<file path="src/rtl/cam_match_resolver_if.sv">
// cam_match_resolver_if: stream and status bundle between the CAM match
// decoder (master side), the address consumer and cam_match_resolver
// (slave side). Optional count ports exist only when CAM_MATCH_COUNT_EN
// is defined.
interface cam_match_resolver_if #(
  parameter int CAM_DEPTH = 8,
  parameter int ADDR_W    = 3
);
  logic [CAM_DEPTH-1:0] match_vec;
  logic                 match_valid;
  logic                 match_ready;
  logic [ADDR_W-1:0]    addr_out;
  logic                 addr_valid;
  logic                 addr_ready;
  logic                 match_found;
  logic                 multi_match;
  logic                 done;
`ifdef CAM_MATCH_COUNT_EN
  logic [ADDR_W:0]      match_count;
  logic [ADDR_W:0]      remaining;
`endif

  modport master (
    output match_vec, match_valid, addr_ready,
    input  match_ready, addr_out, addr_valid, match_found, multi_match, done
`ifdef CAM_MATCH_COUNT_EN
    , input match_count, remaining
`endif
  );

  modport slave (
    input  match_vec, match_valid, addr_ready,
    output match_ready, addr_out, addr_valid, match_found, multi_match, done
`ifdef CAM_MATCH_COUNT_EN
    , output match_count, remaining
`endif
  );
endinterface

</file>
<file path="src/rtl/cam_match_resolver.sv">
// cam_match_resolver: captures a multi-hot CAM match vector and streams the
// index of every set bit, lowest first, over a valid/ready handshake, then
// pulses done. Optional feature macro: CAM_MATCH_COUNT_EN adds match_count
// (popcount at accept) and remaining (addresses still to be delivered).
module cam_match_resolver #(
  parameter int CAM_DEPTH = 8,
  parameter int ADDR_W    = 3
) (
  input  logic                  clk,
  input  logic                  rst,
  cam_match_resolver_if.slave   bus
);

  typedef enum logic [1:0] {
    IDLE = 2'd0,
    SCAN = 2'd1,
    DONE = 2'd2
  } state_t;

  state_t               state_r;
  logic [CAM_DEPTH-1:0] pending_r;
  logic [ADDR_W-1:0]    addr_r;
  logic                 addr_valid_r;
  logic                 match_ready_r;
  logic                 done_r;
  logic                 found_r;
  logic                 multi_r;
  logic                 handshake_s;
  logic [CAM_DEPTH-1:0] pending_clr_s;
  logic                 vec_multi_s;
`ifdef CAM_MATCH_COUNT_EN
  logic [ADDR_W:0]      count_r;
  logic [ADDR_W:0]      remaining_r;
`endif

  // Index of the lowest set bit; scanning downward lets the lowest win.
  function automatic logic [ADDR_W-1:0] lowest_index(input logic [CAM_DEPTH-1:0] v);
    logic [ADDR_W-1:0] idx;
    idx = {ADDR_W{1'b0}};
    for (int i = CAM_DEPTH - 1; i >= 0; i--) begin
      if (v[i]) begin
        idx = ADDR_W'(i);
      end else begin
        idx = idx;
      end
    end
    return idx;
  endfunction

`ifdef CAM_MATCH_COUNT_EN
  // Number of set bits in a match vector.
  function automatic logic [ADDR_W:0] popcount(input logic [CAM_DEPTH-1:0] v);
    logic [ADDR_W:0] n;
    n = {(ADDR_W + 1){1'b0}};
    for (int i = 0; i < CAM_DEPTH; i++) begin
      n = n + {{ADDR_W{1'b0}}, v[i]};
    end
    return n;
  endfunction
`endif

  // Handshake detect, lowest-bit clear and two-or-more detection without a popcount.
  always_comb begin
    handshake_s   = addr_valid_r & bus.addr_ready;
    pending_clr_s = pending_r & (pending_r - CAM_DEPTH'(1));
    vec_multi_s   = |(bus.match_vec & (bus.match_vec - CAM_DEPTH'(1)));
  end

  // Resolver FSM with all outputs registered alongside the state.
  always_ff @(posedge clk or posedge rst) begin
    if (rst) begin
      state_r       <= IDLE;
      pending_r     <= {CAM_DEPTH{1'b0}};
      addr_r        <= {ADDR_W{1'b0}};
      addr_valid_r  <= 1'b0;
      match_ready_r <= 1'b1;
      done_r        <= 1'b0;
      found_r       <= 1'b0;
      multi_r       <= 1'b0;
`ifdef CAM_MATCH_COUNT_EN
      count_r       <= {(ADDR_W + 1){1'b0}};
      remaining_r   <= {(ADDR_W + 1){1'b0}};
`endif
    end else begin
      case (state_r)
        IDLE: begin
          if (bus.match_valid) begin
            pending_r     <= bus.match_vec;
            found_r       <= |bus.match_vec;
            multi_r       <= vec_multi_s;
            addr_r        <= lowest_index(bus.match_vec);
            match_ready_r <= 1'b0;
`ifdef CAM_MATCH_COUNT_EN
            count_r       <= popcount(bus.match_vec);
            remaining_r   <= popcount(bus.match_vec);
`endif
            if (|bus.match_vec) begin
              state_r      <= SCAN;
              addr_valid_r <= 1'b1;
            end else begin
              state_r      <= DONE;
              done_r       <= 1'b1;
            end
          end else begin
            match_ready_r <= 1'b1;
          end
        end
        SCAN: begin
          if (handshake_s) begin
            pending_r <= pending_clr_s;
`ifdef CAM_MATCH_COUNT_EN
            remaining_r <= remaining_r - {{ADDR_W{1'b0}}, 1'b1};
`endif
            if (pending_clr_s == {CAM_DEPTH{1'b0}}) begin
              state_r      <= DONE;
              addr_valid_r <= 1'b0;
              done_r       <= 1'b1;
            end else begin
              addr_r       <= lowest_index(pending_clr_s);
            end
          end else begin
            addr_valid_r <= 1'b1;
          end
        end
        DONE: begin
          state_r       <= IDLE;
          done_r        <= 1'b0;
          addr_valid_r  <= 1'b0;
          match_ready_r <= 1'b1;
        end
        default: begin
          // Unreachable encoding: recover to a clean idle without a done pulse.
          state_r       <= IDLE;
          pending_r     <= {CAM_DEPTH{1'b0}};
          addr_valid_r  <= 1'b0;
          done_r        <= 1'b0;
          match_ready_r <= 1'b1;
        end
      endcase
    end
  end

  assign bus.match_ready = match_ready_r;
  assign bus.addr_out    = addr_r;
  assign bus.addr_valid  = addr_valid_r;
  assign bus.match_found = found_r;
  assign bus.multi_match = multi_r;
  assign bus.done        = done_r;
`ifdef CAM_MATCH_COUNT_EN
  assign bus.match_count = count_r;
  assign bus.remaining   = remaining_r;
`endif

endmodule

</file>
<file path="src/flat_wrapper.sv">
// flat-port wrapper written by rule: the top's interface ports become plain ports
module cam_match_resolver_flat 
#(
  parameter int CAM_DEPTH = 8,
  parameter int ADDR_W    = 3
)
  (clk, rst, bus_match_vec, bus_match_valid, bus_addr_ready, bus_match_ready, bus_addr_out, bus_addr_valid, bus_match_found, bus_multi_match, bus_done);
  cam_match_resolver_if #(.CAM_DEPTH(CAM_DEPTH), .ADDR_W(ADDR_W)) bus_i ();
  input  logic clk;
  input  logic rst;
  input wire logic [$bits(bus_i.match_vec)-1:0] bus_match_vec;
  input wire logic [$bits(bus_i.match_valid)-1:0] bus_match_valid;
  input wire logic [$bits(bus_i.addr_ready)-1:0] bus_addr_ready;
  output wire logic [$bits(bus_i.match_ready)-1:0] bus_match_ready;
  output wire logic [$bits(bus_i.addr_out)-1:0] bus_addr_out;
  output wire logic [$bits(bus_i.addr_valid)-1:0] bus_addr_valid;
  output wire logic [$bits(bus_i.match_found)-1:0] bus_match_found;
  output wire logic [$bits(bus_i.multi_match)-1:0] bus_multi_match;
  output wire logic [$bits(bus_i.done)-1:0] bus_done;
  assign bus_i.match_vec = bus_match_vec;
  assign bus_i.match_valid = bus_match_valid;
  assign bus_i.addr_ready = bus_addr_ready;
  assign bus_match_ready = bus_i.match_ready;
  assign bus_addr_out = bus_i.addr_out;
  assign bus_addr_valid = bus_i.addr_valid;
  assign bus_match_found = bus_i.match_found;
  assign bus_multi_match = bus_i.multi_match;
  assign bus_done = bus_i.done;
  cam_match_resolver #(.CAM_DEPTH(CAM_DEPTH), .ADDR_W(ADDR_W)) u_core (.clk(clk), .rst(rst), .bus(bus_i));
endmodule
</file>
<file path="config.mk">
export PLATFORM = sky130hd
export DESIGN_NAME = cam_match_resolver_flat
export DESIGN_NICKNAME = d
export VERILOG_FILES = /design/src/rtl/cam_match_resolver_if.sv /design/src/rtl/cam_match_resolver.sv /design/src/flat_wrapper.sv
export SDC_FILE = /design/constraint.sdc
export NUM_CORES = 1
export LEC_CHECK = 0
export CAP_MARGIN = 10
export CORE_ASPECT_RATIO = 2
export CORE_MARGIN = 1.5
export CORE_UTILIZATION = 30
export CTS_CLUSTER_DIAMETER = 60
export DETAILED_ROUTE_END_ITERATION = 16
export SLEW_MARGIN = 30
export SYNTH_ARGS = -nofsm -noshare
export SYNTH_HDL_FRONTEND = slang
export SYNTH_SLANG_ARGS = --single-unit
</file>
<file path="constraint.sdc">
create_clock -name clk -period 2.2 [get_ports clk]
set_input_delay 0.44 -clock clk [delete_from_list [all_inputs] [get_ports clk]]
set_output_delay 0.44 -clock clk [all_outputs]
set_load 0.01 [all_outputs]
</file>
# After elaboration in Yosys (flattened, before gate mapping)
# Index checks and enable logic that the tools add are counted.
dict set report word_totals {
  register_bits 18
  in_bits 12
  output_inout_bits 8
  word_cells 74
}
dict set report op_classes {
  add_sub_neg 2
  n_eq_ne 9
  mux 40
  bitwise_logic 4
  n_reduce_logical 11
}
# operator n
set op_table {}
lappend op_table {{$mux W3} 19}
lappend op_table {{$pmux W8 S3} 1}
lappend op_table {{$and A8 B8 Y8} 2}
lappend op_table {{$mux W8} 2}
lappend op_table {{$reduce_or A8 Y1} 2}
lappend op_table {{$sub A8 B1 Y8 const B} 2}
lappend op_table {{$mux W1} 9}
lappend op_table {{$reduce_and A3 Y1} 3}
lappend op_table {{$logic_not A8 Y1} 1}
lappend op_table {{$mux W2} 4}
lappend op_table {{$reduce_and A4 Y1} 2}
lappend op_table {{$ne A2 B1 Y1 const B} 3}
lappend op_table {{$ne A2 B2 Y1 const B} 3}
lappend op_table {{$pmux W1 S2} 3}
lappend op_table {{$pmux W3 S2} 1}
lappend op_table {{$pmux W2 S2} 1}
lappend op_table {{$ne A3 B3 Y1 const B} 1}
lappend op_table {{$eq A2 B1 Y1 const B} 1}
lappend op_table {{$eq A2 B2 Y1 const B} 1}
lappend op_table {{$logic_not A2 Y1} 1}
lappend op_table {{$reduce_and A2 Y1} 1}
lappend op_table {{$reduce_bool A2 Y1} 1}
lappend op_table {{$and A1 B1 Y1} 1}
lappend op_table {{$not A1 Y1} 1}

# Longest topological paths before layout
dict set report logic_depth {
  depth_word 13
  ltp_mapped 7
  mapped_depth_nobuf 5
}

# Least setup slack after synthesis
# Ideal clock, no wire load.
dict set report synth_path {
  path_kind {flip-flop to flip-flop}
  startpoint {register u_core.pending_r[1]}
  endpoint {register u_core.addr_r[0] (netlist: u_core.bus.addr_out[0])}
  setup_ps 128
  arrival_time_ps 2018
  required_ps 2072
  setup_slack_ps 55
  path_stages_with_launch 8
  n_path_buf 2
  period_less_slack_ps 2145
  path_cell_list {dfrtp_1 > buf_6 > or4_4 > buf_6 > a2111oi_4 > nor3_2 > o21a_1 > mux2_1}
}
dict set report synth_via {
  elab_chain_cells 13
  elab_cells_between_ends 16
  cone_classes {add/sub: 1; eq/ne: 1; mux: 11; bitwise: 1; reduce/logical: 2}
}
# item line_no
set synth_lines {}
lappend synth_lines {{start, declared} cam_match_resolver.sv:21} ;# logic [CAM_DEPTH-1:0] pending_r;
lappend synth_lines {{start signal, assigned} cam_match_resolver.sv:73} ;# pending_r <= {CAM_DEPTH{1'b0}};
lappend synth_lines {{start signal, assigned} cam_match_resolver.sv:88} ;# pending_r <= bus.match_vec;
lappend synth_lines {{start signal, assigned} cam_match_resolver.sv:110} ;# pending_r <= pending_clr_s;
lappend synth_lines {{$sub A8 B1 Y8} cam_match_resolver.sv:65} ;# pending_clr_s = pending_r & (pending_r - CAM_DEPTH'(1));
lappend synth_lines {{$and A8 B8 Y8 *} cam_match_resolver.sv:65}
lappend synth_lines {{$mux W3 (8 in a row)} cam_match_resolver.sv:41} ;# if (v[i]) begin
lappend synth_lines {{$mux W3} cam_match_resolver.sv:114} ;# if (pending_clr_s == {CAM_DEPTH{1'b0}}) begin
lappend synth_lines {{$mux W3} cam_match_resolver.sv:109} ;# if (handshake_s) begin
lappend synth_lines {{$pmux W3 S2} cam_match_resolver.sv:85} ;# case (state_r)
lappend synth_lines {{end signal, assigned} cam_match_resolver.sv:74} ;# addr_r <= {ADDR_W{1'b0}};
lappend synth_lines {{end signal, assigned} cam_match_resolver.sv:91} ;# addr_r <= lowest_index(bus.match_vec);
lappend synth_lines {{end signal, assigned} cam_match_resolver.sv:119} ;# addr_r <= lowest_index(pending_clr_s);
lappend synth_lines {{end, declared} cam_match_resolver.sv:22} ;# logic [ADDR_W-1:0] addr_r;
# Every way passes the cells marked *; elsewhere a longest branch is shown, timed or not. The select of a mux whose other input is x is not followed.
# A chain may end at the register's enable or synchronous reset.

# Worst setup path after layout
dict set report layout_path {
  startpoint {register u_core.pending_r[0]}
  endpoint {register u_core.addr_r[1] (netlist: u_core.bus.addr_out[1])}
}
# Same word-level chain as after synthesis.

==> results_tabular.tex <==
\begin{tabular}{lr}
\hline
Metric & Value \\
\hline
\multicolumn{2}{l}{\textbf{STA}} \\
Post-route clock period utilization & 97.2\% \\
RSZ-0062 raised after global routing & false \\
Final worst setup slack & 0.0606 ns \\
Final count of pins violating max slew & 0 \\
Tightest slew margin relative to the limit & 52.4\% \\
Final critical-path required period & 2.14 ns \\
Least-Margin Pin Slew & 0.714 ns \\
Worst Clk Skew & 0.00209 ns \\
Maximum clock frequency & 467 MHz \\
Setup violations, final & 0 \\
Final hold violations & 0 \\
\multicolumn{2}{l}{\textbf{Power}} \\
Clock power share & 13.2\% \\
Seq pwr share & 29.3\% \\
Internal power & 1.22 mW \\
Net Sw Power & 0.877 mW \\
Power density cells & 1300 nW/µm² \\
Part of the total power dissipated in combinational logic & 57.5\% \\
Pleak & 0.666 nW \\
Worst supply voltage drop on vdd & 0.000622 V \\
Total power after layout & 2.10 mW \\
Net Sw Frac & 41.9\% \\
\multicolumn{2}{l}{\textbf{Final layout}} \\
Area taken by multi-input logic gates & 706 µm² \\
Post-route core utilization & 41.5\% \\
Total inserted antenna cells & 0 \\
Share of final-layout standard cells stronger than drive strength 1 & 17.6\% \\
Fill cell instance count of the final layout & 399 \\
Final cell area excluding filler cells & 1610 µm² \\
Area taken by flip-flops and latches & 452 µm² \\
Net count reported at finish & 183 \\
Syn-to-layout area delta & 31.9\% \\
\multicolumn{2}{l}{\textbf{Synthesis}} \\
Cell variety after synth & 48 \\
Share of the yosys chip area belonging to registers & 36.9\% \\
Mean cell area of the mapped netlist & 8.86 µm² \\
Post-Syn Nets & 150 \\
Synthesized area & 1220 µm² \\
Post-Synthesis Cells & 138 \\
Prevailing post-synth register cell & sky130\_fd\_sc\_hd\_\_dfrtp\_1 \\
Yosys warnings & 0 \\
EDFF count, synth & 0 \\
Flip-flop and latch count after synthesis & 18 \\
Fraction of synthesis flops using an asynchronous set or reset pin & 100\% \\
\multicolumn{2}{l}{\textbf{Route}} \\
Violation count after the first detailed-routing iteration & 51 \\
Final ANT Viol Nets & 0 \\
DR vias & 1,207 \\
Post-detailed-route via-to-cell ratio & 5.46 \\
Pre-antenna DRT Iters & 4 \\
Overall routed net length & 3280 µm \\
Total DRC errors in the routed layout & 0 \\
Detailed-route wire length per cell & 14.9 µm \\
\multicolumn{2}{l}{\textbf{Clock tree}} \\
Number of buffers added for setup after CTS & 0 \\
CTS tree & done \\
Buffer cell driving the clock tree root & sky130\_fd\_sc\_hd\_\_clkbuf\_8 \\
Htree depth & 1 \\
Post-cts repair resize count & 0 \\
Number of CTS-inserted buffers & 3 \\
Clock transition at the register clock pins on the worst setup and hold paths after CTS & 0.07 ns \\
Number of sinks on the clock net & 18 \\
CTS Buffer Depth & 2 \\
CTS hold repair buffers & 0 \\
Clock latency of the later-clocked register in the worst-skew pair & 0.26 ns \\
\multicolumn{2}{l}{\textbf{Critical path}} \\
Crit path kind & register to register \\
Type of destination of the critical path & register \\
Data required time of the critical path & 2.35 ns \\
Capture point of the worst reg-to-reg path & u\_core.bus.addr\_out[1]\$\_DFFE\_PP0P\_ \\
Path depth of the worst reg2reg path & 5 \\
Crit path arrival time & 2.28 ns \\
Start of the worst register-to-register path & u\_core.pending\_r[0]\$\_DFFE\_PP0P\_ \\
CP startpoint & u\_core.pending\_r[0]\$\_DFFE\_PP0P\_ \\
Element type at the critical path start & register \\
Reg2reg setup slack & 0.06 ns \\
Largest fanout on the critical path & 10 \\
Critical path destination & u\_core.bus.addr\_out[1]\$\_DFFE\_PP0P\_ \\
\multicolumn{2}{l}{\textbf{Placement}} \\
Placed Instance Area & 1560 µm² \\
PortBufs & 19 \\
Detailed placer's ending HPWL & 2620 µm \\
Final weighted congestion in routability-driven placement & 0.922 \\
Setup slack at placement & -0.0538 ns \\
\multicolumn{2}{l}{\textbf{Global routing}} \\
Vias in the first global route & 1,227 \\
Antenna violations before repair & 0 \\
Wire length of the first global-routing pass & 5580 µm \\
Gr ovfl total & 0 \\
GR Util All Layers & 17.0\% \\
Pin count of the biggest net entering global routing & 19 \\
\multicolumn{2}{l}{\textbf{Floorplan}} \\
Starting Density & 31.5\% \\
Core Box Area & 3880 µm² \\
Full die area & 4490 µm² \\
Die Width & 48.1 µm \\
Row count & 32 \\
Chip Height & 93.3 µm \\
Top-level port count & 20 \\
\multicolumn{2}{l}{\textbf{Min path}} \\
Worst min-delay path class & register to register \\
Worst hold stages & 1 \\
\multicolumn{2}{l}{\textbf{Run status}} \\
Outcome & complete, no violations \\
\multicolumn{2}{l}{\textbf{Job}} \\
Number of maximum-capacitance constraint violations & 0 \\
\hline
\end{tabular}
[cells in the mapped netlist, types with 2 or more instances]
library cell	count	area, µm²
sky130_fd_sc_hd__o21a_1	2	15.0
sky130_fd_sc_hd__and3_1	2	12.5
sky130_fd_sc_hd__a211oi_1	3	22.5
sky130_fd_sc_hd__nand3_1	3	15.0
sky130_fd_sc_hd__dfrtp_1	17	425
sky130_fd_sc_hd__mux2_1	2	22.5
sky130_fd_sc_hd__o22ai_1	2	12.5
sky130_fd_sc_hd__o21ai_0	9	45.0
sky130_fd_sc_hd__nor2_1	13	48.8
sky130_fd_sc_hd__o21ai_1	3	15.0
sky130_fd_sc_hd__buf_6	2	22.5
sky130_fd_sc_hd__nand2_1	12	45.0
sky130_fd_sc_hd__maj3_1	3	30.0
sky130_fd_sc_hd__clkbuf_1	5	18.8
sky130_fd_sc_hd__o211ai_1	2	15.0
sky130_fd_sc_hd__o31ai_1	2	15.0
sky130_fd_sc_hd__a32oi_1	3	26.3
sky130_fd_sc_hd__a21o_1	2	15.0
sky130_fd_sc_hd__or4bb_1	2	22.5
sky130_fd_sc_hd__inv_1	5	18.8
sky130_fd_sc_hd__or3_1	3	18.8
sky130_fd_sc_hd__nor3_1	4	20.0
sky130_fd_sc_hd__a2bb2oi_1	2	17.5
sky130_fd_sc_hd__a21oi_1	7	35.0
sky130_fd_sc_hd__nand2b_1	4	25.0
sky130_fd_sc_hd__a31oi_1	2	12.5
[power groups by stage]
stage | Clock [mW] | Sequential (mW) | Combinational, mW
finish | 0.277 | 0.614 | 1.20
detailed placement | 0 | 0.619 | 1.21
global placement | 0 | 0.608 | 1.18
floorplan | 0 | 0.582 | 0.865
CTS | 0.281 | 0.614 | 1.21
global route | 0.298 | 0.635 | 1.33
[cell type report]
type,count,area share [%]
timing repair buffer,36,19.7
sequential,18,28.0
multi-input combinational,107,43.8
tap,51,3.96
inverter,5,1.16
clock buffer,4,3.41
[metal layers]
| layer | part of all wire [%] | global-route usage, % | vias to the layer above |
|---|---|---|---|
| met5 | 0 | 0 | - |
| met4 | 1.9 | 6.76 | 0 |
| met3 | 2.7 | 1.74 | 5 |
| met2 | 59 | 31.0 | 29 |
| met1 | 37 | 18.0 | 597 |
| li1 | - | - | 576 |
[worst max-delay path: stages, from the launching register on]
cell,delay [ns]
sky130_fd_sc_hd__dfrtp_1,0.38
sky130_fd_sc_hd__or4_4,0.63
sky130_fd_sc_hd__a2111oi_4,0.31
sky130_fd_sc_hd__nor3_2,0.13
sky130_fd_sc_hd__o21a_1,0.25
sky130_fd_sc_hd__mux2_1,0.32
[layout by cell type (no fill, tap or decap), drive strengths merged, types with 4 or more instances in the layout]
| cell | instances |
|---|---|
| clkbuf | 4 |
| clkdlybuf4s50 | 19 |
| dfrtp | 17 |
| maj3 | 4 |
| nand2 | 12 |
| inv | 5 |
| nand2b | 4 |
| or3 | 4 |
| nor2 | 13 |
| a21oi | 7 |
| buf | 17 |
| nor3 | 5 |
| o21ai | 12 |
[worst min path at each step]
stage                                       start                                  to  slack, ns
5_1_grt        u_core.bus.addr_out[1]$_DFFE_PP0P_  u_core.bus.addr_out[1]$_DFFE_PP0P_       0.51
2_1_floorplan                                 rst  u_core.bus.addr_out[0]$_DFFE_PP0P_       0.38
3_5_place_dp   u_core.bus.addr_out[0]$_DFFE_PP0P_  u_core.bus.addr_out[0]$_DFFE_PP0P_       0.48
4_1_cts        u_core.bus.addr_out[0]$_DFFE_PP0P_  u_core.bus.addr_out[0]$_DFFE_PP0P_       0.50
3_3_place_gp   u_core.bus.addr_out[1]$_DFFE_PP0P_  u_core.bus.addr_out[1]$_DFFE_PP0P_       0.48
6_report       u_core.bus.addr_out[0]$_DFFE_PP0P_  u_core.bus.addr_out[0]$_DFFE_PP0P_       0.50
[flip-flops by register name, indices dropped and copies added (netlist names)]
register and count:
u_core.bus.addr_out 3, u_core.bus.addr_valid 1, u_core.bus.done 1, u_core.bus.match_found 1, u_core.bus.match_ready 1, u_core.bus.multi_match 1, u_core.pending_r 8, u_core.state_r 2
[cells by family after synthesis]
| logic type | after synthesis | synth area share [%] |
|---|---|---|
| adder cells (fa/ha/maj) | 4 | 3.38 |
| XOR/XNOR | 1 | 0.717 |
| buffers and inverters | 13 | 5.32 |
| multiplexers | 3 | 2.76 |
| AO/OA/AOI/OAI | 47 | 27.8 |
| AND/OR/NAND/NOR | 52 | 23.0 |
| flip-flops | 18 | 37.0 |
[per-stage QoR]
step | hold WS (ns) | TNS [ns] | cells
final | 0.498 | 0 | 221
after global routing | 0.512 | 0 | 221
after CTS | 0.501 | 0 | 221
after detailed placement | 0.479 | -0.0538 | 217
after global placement | 0.477 | 0 | 217
after floorplan | 0.378 | 0 | 138
No activity file was read; power rests on OpenSTA's default activity.
